File: config.mk
export PLATFORM = sky130hd
export DESIGN_NAME = div_iter32
export DESIGN_NICKNAME = d
export VERILOG_FILES = /design/src/rtl/div_iter32.sv
export SDC_FILE = /design/constraint.sdc
export NUM_CORES = 1
export LEC_CHECK = 0
export CAP_MARGIN = 20
export CORE_MARGIN = 4
export CORE_UTILIZATION = 30
export DETAILED_ROUTE_END_ITERATION = 7
export PLACE_DENSITY = 0.48
export SLEW_MARGIN = 30
export SYNTH_ARGS = -nofsm -noshare
export SYNTH_HDL_FRONTEND = slang
export SYNTH_SLANG_ARGS = --single-unit
File: constraint.sdc
create_clock -name CLK -period 8.6 [get_ports CLK]
set_clock_uncertainty 0.05 [all_clocks]
set_input_delay 1.72 -clock CLK [delete_from_list [all_inputs] [get_ports CLK]]
set_output_delay 1.72 -clock CLK [all_outputs]
set_load 0.02 [all_outputs]
File: src/rtl/div_iter32.sv
// div_iter32: iterative 32-bit radix-2 restoring divider for DIV/DIVU.
// Quotient goes to LO, remainder to HI. Each trial subtract is done by two
// chained clfa16 carry-lookahead adders in subtract mode.

// clfa16: 16-bit carry-lookahead adder built from four 4-bit lookahead groups.
// CARRY_O[i] is the carry out of bit i, so CARRY_O[15] chains to the next slice.
module clfa16 (
   input  logic [15:0] ADDER1,
   input  logic [15:0] ADDER2,
   input  logic        CARRY_I,
   output logic [15:0] SUM,
   output logic [15:0] CARRY_O
);

   logic [15:0] g;
   logic [15:0] p;
   logic [3:0]  gg;
   logic [3:0]  gp;
   logic [4:1]  cb;
   logic [15:0] c_in;

   assign g = ADDER1 & ADDER2;
   assign p = ADDER1 ^ ADDER2;

   // Group generate / propagate for each 4-bit block
   for (genvar k = 0; k < 4; k++) begin : grp
      localparam int B = 4 * k;
      assign gg[k] = g[B+3]
                   | (p[B+3] & g[B+2])
                   | (p[B+3] & p[B+2] & g[B+1])
                   | (p[B+3] & p[B+2] & p[B+1] & g[B]);
      assign gp[k] = p[B+3] & p[B+2] & p[B+1] & p[B];
   end

   // Block carries, all expressed directly from CARRY_I (no ripple between blocks)
   assign cb[1] = gg[0] | (gp[0] & CARRY_I);
   assign cb[2] = gg[1] | (gp[1] & gg[0]) | (gp[1] & gp[0] & CARRY_I);
   assign cb[3] = gg[2] | (gp[2] & gg[1]) | (gp[2] & gp[1] & gg[0])
                | (gp[2] & gp[1] & gp[0] & CARRY_I);
   assign cb[4] = gg[3] | (gp[3] & gg[2]) | (gp[3] & gp[2] & gg[1])
                | (gp[3] & gp[2] & gp[1] & gg[0])
                | (gp[3] & gp[2] & gp[1] & gp[0] & CARRY_I);

   // In-group carries from the block carry-in
   for (genvar k = 0; k < 4; k++) begin : bit_c
      localparam int B = 4 * k;
      logic cin_blk;
      if (k == 0) begin : c0
         assign cin_blk = CARRY_I;
      end else begin : cn
         assign cin_blk = cb[k];
      end
      assign c_in[B]   = cin_blk;
      assign c_in[B+1] = g[B] | (p[B] & cin_blk);
      assign c_in[B+2] = g[B+1] | (p[B+1] & g[B]) | (p[B+1] & p[B] & cin_blk);
      assign c_in[B+3] = g[B+2] | (p[B+2] & g[B+1]) | (p[B+2] & p[B+1] & g[B])
                       | (p[B+2] & p[B+1] & p[B] & cin_blk);
      assign CARRY_O[B]   = c_in[B+1];
      assign CARRY_O[B+1] = c_in[B+2];
      assign CARRY_O[B+2] = c_in[B+3];
      assign CARRY_O[B+3] = cb[k+1];
   end

   assign SUM = p ^ c_in;

endmodule

// div_iter32: START/BUSY/DONE handshake, CANCEL aborts, one division in flight.
module div_iter32 #(
   parameter int WIDTH = 32,
   parameter int ITER  = 32
) (
   input  logic             CLK,
   input  logic             RST,
   input  logic             START,
   input  logic             SIGNED,
   input  logic [WIDTH-1:0] DIVIDEND,
   input  logic [WIDTH-1:0] DIVISOR,
   input  logic             CANCEL,
   output logic             BUSY,
   output logic             DONE,
   output logic [WIDTH-1:0] QUOTIENT,
   output logic [WIDTH-1:0] REMAINDER
);

   localparam int            CW   = $clog2(ITER);
   localparam logic [CW-1:0] LAST = CW'(ITER - 1);

   typedef enum logic [1:0] {
      IDLE,
      CALC,
      FIX
   } state_t;

   state_t           state;
   logic [CW-1:0]    cnt;
   logic [WIDTH:0]   rem;
   logic [WIDTH-1:0] dvd;
   logic [WIDTH-1:0] dsr;
   logic             qneg;
   logic             rneg;
   logic             dz;

   logic [WIDTH-1:0] mag_dividend;
   logic [WIDTH-1:0] mag_divisor;
   logic [WIDTH:0]   rem_sh;
   logic [WIDTH-1:0] dsr_n;
   logic [31:0]      diff;
   logic [15:0]      lo_co;
   logic [15:0]      hi_co;
   logic             ok;
   logic [WIDTH-1:0] q_fix;
   logic [WIDTH-1:0] r_fix;
   logic             unused_co;

   // Operand magnitudes; only signed requests take absolute values
   always_comb begin
      mag_dividend = DIVIDEND;
      mag_divisor  = DIVISOR;
      if (SIGNED && DIVIDEND[WIDTH-1]) mag_dividend = -DIVIDEND;
      if (SIGNED && DIVISOR[WIDTH-1])  mag_divisor  = -DIVISOR;
   end

   // Shifted partial remainder presented to the trial subtractor
   assign rem_sh = {rem[WIDTH-1:0], dvd[WIDTH-1]};
   assign dsr_n  = ~dsr;

   clfa16 u_sub_lo (
      .ADDER1  (rem_sh[15:0]),
      .ADDER2  (dsr_n[15:0]),
      .CARRY_I (1'b1),
      .SUM     (diff[15:0]),
      .CARRY_O (lo_co)
   );

   clfa16 u_sub_hi (
      .ADDER1  (rem_sh[31:16]),
      .ADDER2  (dsr_n[31:16]),
      .CARRY_I (lo_co[15]),
      .SUM     (diff[31:16]),
      .CARRY_O (hi_co)
   );

   // Only the slice carry-outs matter; the inner bits are folded away here
   assign unused_co = ^{lo_co[14:0], hi_co[14:0]};

   // Carry out high means no borrow; a set bit 32 always fits the subtract
   assign ok = rem_sh[WIDTH] | hi_co[15];

   // Final result with sign fixup; divide-by-zero bypasses the fixup
   always_comb begin
      q_fix = qneg ? -dvd : dvd;
      r_fix = rneg ? -rem[WIDTH-1:0] : rem[WIDTH-1:0];
      if (dz) begin
         q_fix = '1;
         r_fix = dvd;
      end
   end

   // Control FSM, datapath registers and registered outputs
   always_ff @(posedge CLK) begin
      if (RST) begin
         state     <= IDLE;
         cnt       <= '0;
         rem       <= '0;
         dvd       <= '0;
         dsr       <= '0;
         qneg      <= 1'b0;
         rneg      <= 1'b0;
         dz        <= 1'b0;
         BUSY      <= 1'b0;
         DONE      <= 1'b0;
         QUOTIENT  <= '0;
         REMAINDER <= '0;
      end else begin
         case (state)
            IDLE: begin
               // While DONE is high BUSY is still shown, so START waits one cycle
               DONE <= 1'b0;
               BUSY <= 1'b0;
               if (!DONE && START && !CANCEL) begin
                  BUSY <= 1'b1;
                  qneg <= SIGNED & (DIVIDEND[WIDTH-1] ^ DIVISOR[WIDTH-1]);
                  rneg <= SIGNED & DIVIDEND[WIDTH-1];
                  rem  <= '0;
                  cnt  <= '0;
                  dsr  <= mag_divisor;
                  if (DIVISOR == '0) begin
                     dz    <= 1'b1;
                     dvd   <= DIVIDEND;
                     state <= FIX;
                  end else begin
                     dz    <= 1'b0;
                     dvd   <= mag_dividend;
                     state <= CALC;
                  end
               end
            end
            CALC: begin
               if (CANCEL) begin
                  BUSY  <= 1'b0;
                  state <= IDLE;
               end else begin
                  rem <= ok ? {1'b0, diff} : rem_sh;
                  dvd <= {dvd[WIDTH-2:0], ok};
                  cnt <= cnt + 1'b1;
                  if (cnt == LAST) state <= FIX;
               end
            end
            FIX: begin
               if (CANCEL) begin
                  BUSY  <= 1'b0;
                  state <= IDLE;
               end else begin
                  QUOTIENT  <= q_fix;
                  REMAINDER <= r_fix;
                  DONE      <= 1'b1;
                  state     <= IDLE;
               end
            end
            default: begin
               BUSY  <= 1'b0;
               DONE  <= 1'b0;
               state <= IDLE;
            end
         endcase
      end
   end

endmodule

==> results.py <==
metrics = {
    "floorplan": {
        "start_util_pct": 30.4,
        "die_x_um": 198,
        "ios": 135,
        "row_count": 69,
        "die_h_um": 198,
        "core_um2": 35500,
        "dieArea_um2": 39000,
    },
    "clocking": {
        "cts_tree": "yes",
        "clk_pin_slew_ns": 0.07,
        "cts_sinks": 172,
        "htree_levels": 4,
        "hold_buffers": 0,
        "clk_path_buf_depth": 2,
        "cts_resized": 0,
        "postCtsSetupRepairBufs": 0,
        "cts-root-buf": "clkbuf_16",
        "numCtsBuffers": 17,
        "clkLatencyLatePin_ns": 0.44,
    },
    "placed_design": {
        "place_congestion": 0.849,
        "portBuffers": 134,
        "hpwl_mm": 25.4,
        "pre_cts_ws_ns": 2.78,
        "placed_cells": 1909,
    },
    "cells_and_area": {
        "drive_above_1_share_pct": 4.93,
        "area_growth_pct": 21.7,
        "nets": 1586,
        "final_cells": 1943,
    },
    "synthesis": {
        "synth_top_area_cell": "dfxtp_1",
        "seq_area_frac_synth_pct": 31.9,
        "avgSynthCellArea_um2": 7.75,
        "synth-edff-count": 0,
        "syn_area_um2": 10800,
        "syn_inst": 1390,
        "synthArstFlopShare_pct": 0,
        "synth_cell_types": 66,
        "synth_flop_cell": "dfxtp_1",
        "synth_top_area_share_pct": 31.9,
        "synth.net_count": 1508,
        "synthTopCellsByArea": "dfxtp_1 32%, xnor2_1 6.3%, nand2_1 6.0%, o21ai_0 5.6%, a21oi_1 5.2%",
        "ys_seq_elements": 172,
        "ys_warn_count": 0,
    },
    "job": {
        "max_cap_violations": 0,
    },
    "grt": {
        "antenna_found_initial": 0,
        "met2_usage_pct": 27.8,
        "grt.total_usage_pct": 17.4,
        "met3_usage_pct": 2.18,
        "grt_use_met1_pct": 24.4,
        "grt_pass1_vias": 9698,
        "grt.busiest_layer": "met2",
        "grt_max_degree": 76,
        "grt_pass1_wl_mm": 54.8,
        "overflow": 0,
    },
    "timing": {
        "setup_viol": 0,
        "slew_headroom_pct": 36.7,
        "tightestPinTransition_ns": 0.948,
        "timing.hold.ws_ns": 0.405,
        "rsz0062_at_grt": "no",
        "tns_ns": 0,
        "slew_violations": 0,
        "timing.fmax_mhz": 202,
        "fin_crit_sh_pct": 57.4,
        "period_minus_slack_ns": 4.94,
        "setup_ws_ns": 3.66,
        "hold_violations": 0,
    },
    "min_path": {
        "holdPathEnd": "REMAINDER[27]",
        "hp-class": "reg -> reg",
        "worstHoldPathCells": 2,
        "min_from": "REMAINDER[27]",
    },
    "setup_path": {
        "timing.rr.end": "rem[19]",
        "ff2ff_setup_slack_ns": 5.01,
        "cp.required_ns": 8.84,
        "cp-end-kind": "flip-flop",
        "r2r_start": "dvd[31]",
        "reg2regPathDepth": 11,
        "worstPathArrival_ns": 5.18,
        "cp_max_fo": 30,
        "crit_type": "in -> reg",
        "crit_path_start_kind": "input pin",
    },
    "status": {
        "status": "finished, final reports clean",
    },
    "pwr": {
        "powerDensity_nw_per_um2": 168,
        "ir_drop_v": 0.000113,
        "finalPower_mw": 2.20,
        "p_leak_nw": 4.68,
    },
    "route": {
        "drc": 0,
        "detail-route-antenna-nets": 0,
        "vias_per_cell": 5.19,
        "drtIter0Drc": 452,
        "vias": 10100,
        "first_pass_iters": 5,
        "routed_wl_mm": 34.4,
        "avgRoutedWirePerCell_um": 17.7,
    },
}
-- cell families (layout without fill, tap and decap cells) --
group,Yosys count,after routing,share of synthesized area [%]
buffers and inverters,148,239,5.35
DFF,172,172,31.9
xor gates and xnor gates,142,142,11.5
AOI/OAI and AO/OA,400,400,22.8
adders and majority gates,49,49,6.18
and+or+nand+nor,450,450,19.5
muxes,29,29,2.69
other,0,1,0
-- worst max path at each step --
| stage | start | endpoint | slack [ns] | cells past startpoint |
|---|---|---|---|---|
| global route | DIVISOR[1] | dvd[14] | 3.40 | 12 |
| finish | DIVISOR[0] | dvd[18] | 3.66 | 12 |
| CTS | DIVISOR[0] | dvd[18] | 3.22 | 12 |
| floorplan | DIVISOR[0] | dvd[22] | 4.28 | 11 |
| global placement | DIVISOR[0] | dvd[18] | 2.81 | 12 |
| detailed placement | DIVISOR[0] | dvd[18] | 2.78 | 12 |
-- placed cells by master, fill, tap and decap left out, types with 17 or more instances in the layout --
cell and instances:
inv_1 59, o21ai_0 121, o31ai_1 23, and3_1 18
clkdlybuf4s50_1 133, nor2_1 105, nand3_1 25, or4_1 19
nor3_1 37, nand2_1 171, mux2i_1 29, clkbuf_16 17
xnor2_1 78, o22ai_1 19, a211oi_1 29, a21oi_1 112
xor2_1 64, ha_1 42, dfxtp_1 170
-- stage by stage --
stage / area, um2 / utilization, %
finish: 13100 / 37.0
global route: 13100 / 37.0
CTS: 13100 / 36.9
detailed placement: 12500 / 35.2
global placement: 12500 / 35.2
floorplan: 10800 / -
-- worst max-delay path, stage by stage --
cell	delay (ns)
clkdlybuf4s50_1	0.46
inv_1	0.08
ha_1	0.15
or3b_2	0.52
nor4_2	0.54
nand4_1	0.44
o311ai_4	0.36
buf_4	0.38
nor2_1	0.11
xor2_1	0.15
o211ai_1	0.16
a21oi_1	0.08
-- area by class of cell --
type / count / area (um2)
Fill cell: 3702 / 22400
Multi-Input combinational cell: 1070 / 6810
Sequential cell: 172 / 3450
Timing Repair Buffer: 147 / 1460
Tap cell: 461 / 577
Clock buffer: 17 / 425
Inverter: 60 / 225
Clock inverter: 15 / 178
Antenna cell: 1 / 2.50
-- registers in the layout, indices dropped and copies added, names as in the netlist --
name and count:
qneg 1, REMAINDER 32, dvd 32, state 2, QUOTIENT 32, dz 1, rneg 1, dsr 32
cnt 5, rem 32, DONE 1, BUSY 1
-- per-layer routing --
metal | vias to the layer above | share of wire (%)
met5 | - | 0
met4 | 0 | 2.3
met3 | 42 | 3.5
met2 | 203 | 45
met1 | 4729 | 49
li1 | 5102 | -
-- report_power, final --
| group | switching, mW | internal (mW) |
|---|---|---|
| combinational | 0.288 | 0.209 |
| sequential | 0.0510 | 0.840 |
| clock | 0.376 | 0.440 |
-- cells in the mapped netlist, drive strengths merged, types with 3 or more instances --
cell type	instances
a22o	4
nand2b	13
a211oi	29
or3	4
o31ai	24
fa	7
a21oi	114
or4	22
nor3b	3
and2	5
o311ai	4
nand3	25
o22ai	19
nor2	108
dfxtp	172
clkbuf	72
a32oi	8
a31oi	13
nor3	37
or2	3
and3	18
nand2	172
o21ai	125
inv	59
ha	42
xnor2	78
xor2	64
nor2b	6
nor4	14
o41ai	14
or3b	3
a31o	3
a22oi	3
a21o	8
mux2i	29
nand4	12
o211ai	13
buf	16
Power figures use the tool's default switching activity.
